File: src/rtl/div_issue_if.sv
// Signal bundle between div_issue_unit and its surroundings: the request and response
// handshakes, the drive into the divider control unit and the divider result buses.
interface div_issue_if;
    logic              req_valid;
    logic              req_ready;
    logic signed [7:0] req_dividend;
    logic signed [7:0] req_divisor;
    logic              begin_op;
    logic [1:0]        op_code;
    logic signed [7:0] inbus;
    logic              q_strobe;
    logic              r_strobe;
    logic              end_op;
    logic signed [7:0] outbus1;
    logic signed [7:0] outbus2;
    logic              rsp_valid;
    logic              rsp_ready;
    logic [7:0]        rsp_quotient;
    logic [7:0]        rsp_remainder;
    logic              rsp_div_zero;
    logic              rsp_timeout;
    logic              busy;

    modport slave (
        input  req_valid, req_dividend, req_divisor,
        input  q_strobe, r_strobe, end_op, outbus1, outbus2,
        input  rsp_ready,
        output req_ready, begin_op, op_code, inbus,
        output rsp_valid, rsp_quotient, rsp_remainder, rsp_div_zero, rsp_timeout, busy
    );

    modport master (
        output req_valid, req_dividend, req_divisor,
        output q_strobe, r_strobe, end_op, outbus1, outbus2,
        output rsp_ready,
        input  req_ready, begin_op, op_code, inbus,
        input  rsp_valid, rsp_quotient, rsp_remainder, rsp_div_zero, rsp_timeout, busy
    );
endinterface

File: src/rtl/div_issue_unit.sv
// Sequences one divide request into a multi-cycle divider: loads dividend and divisor
// over inbus, collects strobed quotient/remainder and returns them on a response handshake.
module div_issue_unit #(
    parameter int unsigned TIMEOUT_CYCLES = 255,
    parameter logic [1:0]  DIV_OPCODE     = 2'b11
) (
    input logic        clk,
    input logic        rst,
    div_issue_if.slave bus
);
    localparam int CNT_W = (TIMEOUT_CYCLES < 2) ? 1 : $clog2(TIMEOUT_CYCLES);
    localparam logic [CNT_W-1:0] TO_LAST = CNT_W'(TIMEOUT_CYCLES - 1);

    typedef enum logic [2:0] {IDLE, ISSUE, LOAD_M0, LOAD_M1, WAIT, RESP} state_t;

    state_t            state_q, state_d;
    logic signed [7:0] dvd_q, dvd_d;
    logic signed [7:0] dvs_q, dvs_d;
    logic [7:0]        quot_q, quot_d;
    logic [7:0]        rem_q, rem_d;
    logic              dz_q, dz_d;
    logic              to_q, to_d;
    logic [CNT_W-1:0]  cnt_q, cnt_d;

    logic              req_ready_w;
    logic              begin_op_w;
    logic [1:0]        op_code_w;
    logic signed [7:0] inbus_w;

    always_comb begin
        state_d     = state_q;
        dvd_d       = dvd_q;
        dvs_d       = dvs_q;
        quot_d      = quot_q;
        rem_d       = rem_q;
        dz_d        = dz_q;
        to_d        = to_q;
        cnt_d       = cnt_q;
        req_ready_w = 1'b0;
        begin_op_w  = 1'b0;
        op_code_w   = 2'b00;
        inbus_w     = '0;
        case (state_q)
            IDLE: begin
                req_ready_w = 1'b1;
                if (bus.req_valid) begin
                    dvd_d  = bus.req_dividend;
                    dvs_d  = bus.req_divisor;
                    quot_d = '0;
                    rem_d  = '0;
                    dz_d   = 1'b0;
                    to_d   = 1'b0;
                    // A zero divisor never reaches the divider; answer immediately.
                    if (bus.req_divisor == '0) begin
                        quot_d  = 8'hFF;
                        rem_d   = bus.req_dividend;
                        dz_d    = 1'b1;
                        state_d = RESP;
                    end else begin
                        state_d = ISSUE;
                    end
                end
            end
            ISSUE: begin
                begin_op_w = 1'b1;
                op_code_w  = DIV_OPCODE;
                inbus_w    = dvd_q;
                state_d    = LOAD_M0;
            end
            LOAD_M0: begin
                op_code_w = DIV_OPCODE;
                inbus_w   = dvs_q;
                state_d   = LOAD_M1;
            end
            LOAD_M1: begin
                op_code_w = DIV_OPCODE;
                inbus_w   = dvs_q;
                cnt_d     = '0;
                state_d   = WAIT;
            end
            WAIT: begin
                op_code_w = DIV_OPCODE;
                cnt_d     = cnt_q + CNT_W'(1);
                if (bus.q_strobe) quot_d = bus.outbus1;
                if (bus.r_strobe) rem_d  = bus.outbus2;
                // end_op on the final allowed cycle still wins over the timeout.
                if (bus.end_op) begin
                    state_d = RESP;
                end else if (cnt_q == TO_LAST) begin
                    to_d    = 1'b1;
                    quot_d  = '0;
                    rem_d   = '0;
                    state_d = RESP;
                end
            end
            RESP: begin
                if (bus.rsp_ready) state_d = IDLE;
            end
            default: state_d = IDLE;
        endcase
    end

    always_ff @(posedge clk) begin
        if (rst) begin
            state_q <= IDLE;
            quot_q  <= '0;
            rem_q   <= '0;
            dz_q    <= 1'b0;
            to_q    <= 1'b0;
            cnt_q   <= '0;
        end else begin
            state_q <= state_d;
            quot_q  <= quot_d;
            rem_q   <= rem_d;
            dz_q    <= dz_d;
            to_q    <= to_d;
            cnt_q   <= cnt_d;
        end
    end

    always_ff @(posedge clk) begin
        dvd_q <= dvd_d;
        dvs_q <= dvs_d;
    end

    // Outputs are forced low for the whole time rst is high, not just after its first edge.
    assign bus.req_ready     = req_ready_w & ~rst;
    assign bus.begin_op      = begin_op_w & ~rst;
    assign bus.op_code       = rst ? 2'b00 : op_code_w;
    assign bus.inbus         = rst ? '0 : inbus_w;
    assign bus.rsp_valid     = (state_q == RESP) & ~rst;
    assign bus.rsp_quotient  = rst ? '0 : quot_q;
    assign bus.rsp_remainder = rst ? '0 : rem_q;
    assign bus.rsp_div_zero  = dz_q & ~rst;
    assign bus.rsp_timeout   = to_q & ~rst;
    assign bus.busy          = (state_q != IDLE) & ~rst;
endmodule

File: src/flat_wrapper.sv
// flat-port wrapper written by rule: the top's interface ports become plain ports
module div_issue_unit_flat 
#(
    parameter int unsigned TIMEOUT_CYCLES = 255,
    parameter logic [1:0]  DIV_OPCODE     = 2'b11
)
  (clk, rst, bus_req_valid, bus_req_dividend, bus_req_divisor, bus_q_strobe, bus_r_strobe, bus_end_op, bus_outbus1, bus_outbus2, bus_rsp_ready, bus_req_ready, bus_begin_op, bus_op_code, bus_inbus, bus_rsp_valid, bus_rsp_quotient, bus_rsp_remainder, bus_rsp_div_zero, bus_rsp_timeout, bus_busy);
  div_issue_if bus_i ();
  input logic clk;
  input logic rst;
  input wire logic [$bits(bus_i.req_valid)-1:0] bus_req_valid;
  input wire logic [$bits(bus_i.req_dividend)-1:0] bus_req_dividend;
  input wire logic [$bits(bus_i.req_divisor)-1:0] bus_req_divisor;
  input wire logic [$bits(bus_i.q_strobe)-1:0] bus_q_strobe;
  input wire logic [$bits(bus_i.r_strobe)-1:0] bus_r_strobe;
  input wire logic [$bits(bus_i.end_op)-1:0] bus_end_op;
  input wire logic [$bits(bus_i.outbus1)-1:0] bus_outbus1;
  input wire logic [$bits(bus_i.outbus2)-1:0] bus_outbus2;
  input wire logic [$bits(bus_i.rsp_ready)-1:0] bus_rsp_ready;
  output wire logic [$bits(bus_i.req_ready)-1:0] bus_req_ready;
  output wire logic [$bits(bus_i.begin_op)-1:0] bus_begin_op;
  output wire logic [$bits(bus_i.op_code)-1:0] bus_op_code;
  output wire logic [$bits(bus_i.inbus)-1:0] bus_inbus;
  output wire logic [$bits(bus_i.rsp_valid)-1:0] bus_rsp_valid;
  output wire logic [$bits(bus_i.rsp_quotient)-1:0] bus_rsp_quotient;
  output wire logic [$bits(bus_i.rsp_remainder)-1:0] bus_rsp_remainder;
  output wire logic [$bits(bus_i.rsp_div_zero)-1:0] bus_rsp_div_zero;
  output wire logic [$bits(bus_i.rsp_timeout)-1:0] bus_rsp_timeout;
  output wire logic [$bits(bus_i.busy)-1:0] bus_busy;
  assign bus_i.req_valid = bus_req_valid;
  assign bus_i.req_dividend = bus_req_dividend;
  assign bus_i.req_divisor = bus_req_divisor;
  assign bus_i.q_strobe = bus_q_strobe;
  assign bus_i.r_strobe = bus_r_strobe;
  assign bus_i.end_op = bus_end_op;
  assign bus_i.outbus1 = bus_outbus1;
  assign bus_i.outbus2 = bus_outbus2;
  assign bus_i.rsp_ready = bus_rsp_ready;
  assign bus_req_ready = bus_i.req_ready;
  assign bus_begin_op = bus_i.begin_op;
  assign bus_op_code = bus_i.op_code;
  assign bus_inbus = bus_i.inbus;
  assign bus_rsp_valid = bus_i.rsp_valid;
  assign bus_rsp_quotient = bus_i.rsp_quotient;
  assign bus_rsp_remainder = bus_i.rsp_remainder;
  assign bus_rsp_div_zero = bus_i.rsp_div_zero;
  assign bus_rsp_timeout = bus_i.rsp_timeout;
  assign bus_busy = bus_i.busy;
  div_issue_unit #(.TIMEOUT_CYCLES(TIMEOUT_CYCLES), .DIV_OPCODE(DIV_OPCODE)) u_core (.clk(clk), .rst(rst), .bus(bus_i));
endmodule
File: config.mk
export PLATFORM = sky130hd
export DESIGN_NAME = div_issue_unit_flat
export DESIGN_NICKNAME = d
export VERILOG_FILES = /design/src/rtl/div_issue_if.sv /design/src/rtl/div_issue_unit.sv /design/src/flat_wrapper.sv
export SDC_FILE = /design/constraint.sdc
export NUM_CORES = 1
export LEC_CHECK = 0
export CAP_MARGIN = 5
export CORE_MARGIN = 5
export CORE_UTILIZATION = 31
export CTS_CLUSTER_DIAMETER = 200
export DETAILED_ROUTE_END_ITERATION = 8
export SETUP_SLACK_MARGIN = 0.15
export SLEW_MARGIN = 20
export SYNTH_ARGS = -nofsm -noshare
export SYNTH_HDL_FRONTEND = slang
export SYNTH_SLANG_ARGS = --single-unit
File: constraint.sdc
create_clock -name clk -period 2.7 [get_ports clk]
set_input_delay 0.54 -clock clk [delete_from_list [all_inputs] [get_ports clk]]
set_output_delay 0.54 -clock clk [all_outputs]
set_load 0.01 [all_outputs]
; ---- Yosys cells after proc, flatten, opt, wreduce, memory -nomap -nowiden
; Index checks and enable logic that the tools add are counted.
[classes]
eq_ne = 11
n_reduce_logical = 11
add_sub_neg = 1
n_bitwise = 7
mux = 32
[ops]
columns = cell, count
row1 = 8-bit two-way mux, 13
row2 = 8-bit one-hot mux with 2 select lines, 4
row3 = 3-bit one-hot mux with 6 select lines, 1
row4 = 3-bit two-way mux, 5
row5 = "8-bit by 1-bit adder with 8-bit output, second input constant", 1
row6 = "8-bit equality test, second input constant", 1
row7 = 8-bit zero test, 1
row8 = 1-bit bitwise AND, 6
row9 = "3-bit by 2-bit equality test with 1-bit output, second input constant", 2
row10 = "3-bit equality test, second input constant", 2
row11 = 1-bit two-way mux, 6
row12 = "2-bit inequality test, second input constant", 3
row13 = 2-bit two-way mux, 2
row14 = 2-bit AND reduction, 2
row15 = 4-bit AND reduction, 1
row16 = 2-bit nonzero test, 2
row17 = 4-bit OR reduction, 1
row18 = "3-bit by 1-bit equality test with 1-bit output, second input constant", 1
row19 = 3-bit zero test, 1
row20 = "3-bit by 2-bit inequality test with 1-bit output, second input constant", 1
row21 = 3-bit AND reduction, 1
row22 = 3-bit nonzero test, 1
row23 = "2-bit by 1-bit inequality test with 1-bit output, second input constant", 1
row24 = 1-bit one-hot mux with 2 select lines, 1
row25 = 2 further kinds, 2
[totals]
inputBits = 39
output_inout_bits = 32
register_bits = 45
elab_cells = 70

; ---- Longest topological paths before layout
; Gate-level depths: netlist of run 1.
[logic_depth]
depth_word = 4
depth_mapped = 7
depth_no_buf = 6

; ---- Least setup slack after synthesis of run 1
; OpenSTA, ideal clock, no wires.
[synth_path]
path_kind = register to output
from = register u_core.state_q[1]
to = output bus_op_code[1]
t_required_ns = 2.160
stages_incl_launch_ff = 6
path_buffers = 3
path_slack_ns = 0.785
t_arrival_ns = 1.375
path_cell_list = dfxtp_1 buf_6 or3b_1 buf_6 a21oi_1 buf_4
[synth_between]
elab_chain_cells = 4
word_cells_on_any_way = 7
classes_between = eq/ne (4) / mux (2) / reduce/logical (1)
[synth_rtl]
columns = element, line
row1 = "start, declared", div_issue_unit.sv:16  ; state_t state_q, state_d;
row2 = "start signal, assigned", div_issue_unit.sv:112  ; state_q <= state_d;
row3 = "3-bit by 1-bit equality test with 1-bit output, or another cell as far along", div_issue_unit.sv:43  ; case (state_q)
row4 = 4-bit OR reduction (no line) *, n/a
row5 = 2-bit two-way mux *, div_issue_unit.sv:43
row6 = 2-bit two-way mux *, div_issue_unit.sv:129  ; assign bus.op_code = rst ? 2'b00 : op_code_w;
row7 = "end, declared", flat_wrapper.sv:22  ; output wire logic [$bits(bus_i.op_code)-1:0] bus_op_code;
; Every way passes the cells marked *; elsewhere a longest branch is shown, timed or not.

; ---- Worst setup path in the final report of run 1
[layout_path]
from = register u_core.state_q[2]
to = output bus_op_code[1]
; Same word-level chain as after synthesis.

==> reports/results.ini, run 1 <==
[run_status]
outcome=completed

[min_path]
min_to=u_core.cnt_q[7]
hold_depth=1
hp-class=reg -> reg
hp-start=u_core.cnt_q[7]

[clock_tree]
htree_levels=2
tritoncts=done
post_cts_buffers=0
cts_hold_buf=0
cts-root-buf=clkbuf_8
clock_latency_ps=300
cts_buffers=5
clkSinkCount=45
clockBufferDepth=2
path_clk_slew_ps=90

[logic_synthesis]
synth_edf_count=16
ys_types=43
muxShareOfSynthArea_pct=9.115
synth_top_area_share_pct=25.03
synth-simple-area-share_pct=24.33
syn_nets=280
synth_seq_cells=45
synth_top_cell_by_area=dfxtp_1
synth_fa_ha_area_share_pct=1.079
synth_ff_type=dfxtp_1
synth_area_um2=2320
synth_top_family_by_area=simple AND/OR/NAND/NOR gates
synthXorXnorAreaFrac_pct=0
postSynth.asyncResetShare_pct=0
ys_warn_count=0
synth_seq_area_share_pct=45.74
synth_compound_area_share_pct=15.21
synthCells=239
avgSynthCellArea_um2=9.706
synthTopCellsByArea=dfxtp_1, edfxtp_1, mux2_2, nor2_1, nor2b_1

[route]
routedWlPerCell_um=15.00
num_vias=2001
drtIter0Drc=84
wl_um=6073
detail-route-antenna-nets=0
post-route-drc-count=0
post_drt_via_cell_ratio=4.941
first_pass_iters=4

[sta]
fin_crit_ps=2435
max_freq_ghz=0.4107
finalSetupTns_ps=0
max_slew_margin_pct=56.56
finClkSkew_ps=9.928
drv_slew=0
whs_ps=501.2
hold_viol=0
setup_viol=0
worst_slack_ps=265.0
worstMarginPinSlew_ps=651.5
rsz0062_at_grt=false
fin_crit_sh_pct=90.19

[floorplan]
rows=31
start_util_pct=31.98
num_io_pins=71
placeableCoreArea_um2=7253
die_width_um=96.51
die_h_um=96.51
dieArea_um2=9313

[global_routing]
grt_pass1_wl_um=9970
met2_usage_pct=20.06
grt_busiest_layer=met2
grt_max_degree=43
grt_pass1_vias=2020
grtUsageMet3_pct=3.331
antenna_found_initial=0
grtUsageTotal_pct=13.79
overflow=0
grt_use_met1_pct=19.36

[layout]
antenna_cells=0
area_growth_pct=38.83
nFillCells=721
final_nets=346
layout_common_cells=clkdlybuf4s50_1, nor2_1, dfxtp_1
layout-drive-gt1-share_pct=14.71
ff_latch_area_um2=1065
multiInputGateArea_um2=1159
layout_commonest_cell=clkdlybuf4s50_1
design_area_um2=3221

[setup_path]
worstPathRequired_ps=2160
crit_arrival_ps=1900
r2r-start=u_core.state_q[2]
critical_path.endpoint_type=output pin
r2r_cells=5
reg2reg_to=u_core.rem_q[5]
crit_fanout=6
critPathKind=reg -> out
cp-start-kind=flip-flop
reg2reg_setup_slack_ps=600

[placement]
post-place-ws_ps=193.9
hpwl_um=4445
io_buffer_count=70
finalWeightedCongestion=0.7888
placed_area_um2=3118

[power]
vdd.ir_drop.worst_v=0.0003083
power_density_nw_per_um2=854.8
p_leak_nw=1.106

[flow_run]
maxCapViolations=0

==> repair_timing <==
item                                    in CTS  in global routing
gates resized for setup                      1                  3
endpoints found under the setup margin      10                 10
pin swaps                                    0                  0
endpoints found under the hold margin        0                  0
==> kinds of logic (layout without fill, tap and decap cells) <==
group	count (synthesis)	count (layout)
and+or+nand+nor	104	104
AOI/OAI and AO/OA	47	47
DFF	45	45
buffers and inverters	22	89
muxes	19	19
adders and majority gates	2	2
==> cells in the mapped netlist, types with 2 or more instances <==
library cell,count
inv_1,3
a211oi_1,2
or4_1,4
a221oi_1,9
mux2i_1,2
a21oi_1,18
edfxtp_1,16
buf_6,2
clkbuf_1,11
nor2_1,35
nand2b_1,3
nor3_1,19
mux2_2,17
buf_2,3
buf_1,2
ha_1,2
nand2_1,5
dfxtp_1,29
and2_1,3
a22oi_1,8
nand4_1,2
nand3_1,3
or2_2,3
o311ai_0,2
nor2b_1,18
==> cell type report <==
type / count / share of cell area [%]
sequential: 45 / 33.06
clock inverter: 3 / 0.7770
inverter: 3 / 0.3497
timing repair buffer: 78 / 23.85
clock buffer: 5 / 2.137
multi-input combinational: 172 / 35.98
tap: 99 / 3.846
==> metrics by stage <==
step	power (mW)	util, %	std cells
CTS	2.772	44.30	405
detailed placement	2.327	42.99	397
global route	2.977	44.40	405
global placement	2.308	42.99	397
floorplan	1.850	-	239
finish	2.753	44.40	405
==> worst max-delay path, cell delays in order (launching register included) <==
cell and delay (ps):
dfxtp_1 410, or3b_1 420, a21oi_2 200, clkdlybuf4s50_1 570
==> routing by layer <==
metal  share of wire [%]  up-vias
met1                  47      921
met3                 5.4       12
met4                 2.5        0
met2                  45       57
met5                   0        -
li1                    -     1011
==> power breakdown <==
| part | internal [mW] | total [mW] | switching (mW) |
|---|---|---|---|
| combinational | 0.640 | 1.28 | 0.638 |
| clock | 0.187 | 0.425 | 0.239 |
| sequential | 0.915 | 1.05 | 0.135 |
| total | 1.74 | 2.75 | 1.01 |
==> state kept, by name, indices dropped and copies added, names as in the netlist <==
name	flops
u_core.cnt_q	8
u_core.dvd_q	8
u_core.dvs_q	8
u_core.quot_q	8
u_core.rem_q	8
u_core.state_q	3
u_core.dz_q	1
u_core.to_q	1
==> worst max path at each step <==
stage	start	end	slack [ps]	cells past startpoint
finish	u_core.state_q[2]	bus_op_code[1]	260	3
global route	u_core.state_q[1]	bus_inbus[7]	150	5
CTS	u_core.state_q[0]	bus_op_code[1]	160	4
detailed placement	bus_req_divisor[4]	u_core.quot_q[5]	190	5
global placement	bus_req_divisor[4]	u_core.quot_q[2]	250	5
floorplan	u_core.state_q[1]	bus_op_code[1]	790	5
(Power assumes the default switching activity.)
==> inputs of run 2 (changes only) <==
CTS_CLUSTER_SIZE = 20   (was not set)
SLEW_MARGIN = 10   (was 20)
==> results of run 2 <==
Same layout as run 1: the final DEF is identical, and so are final timing and power.
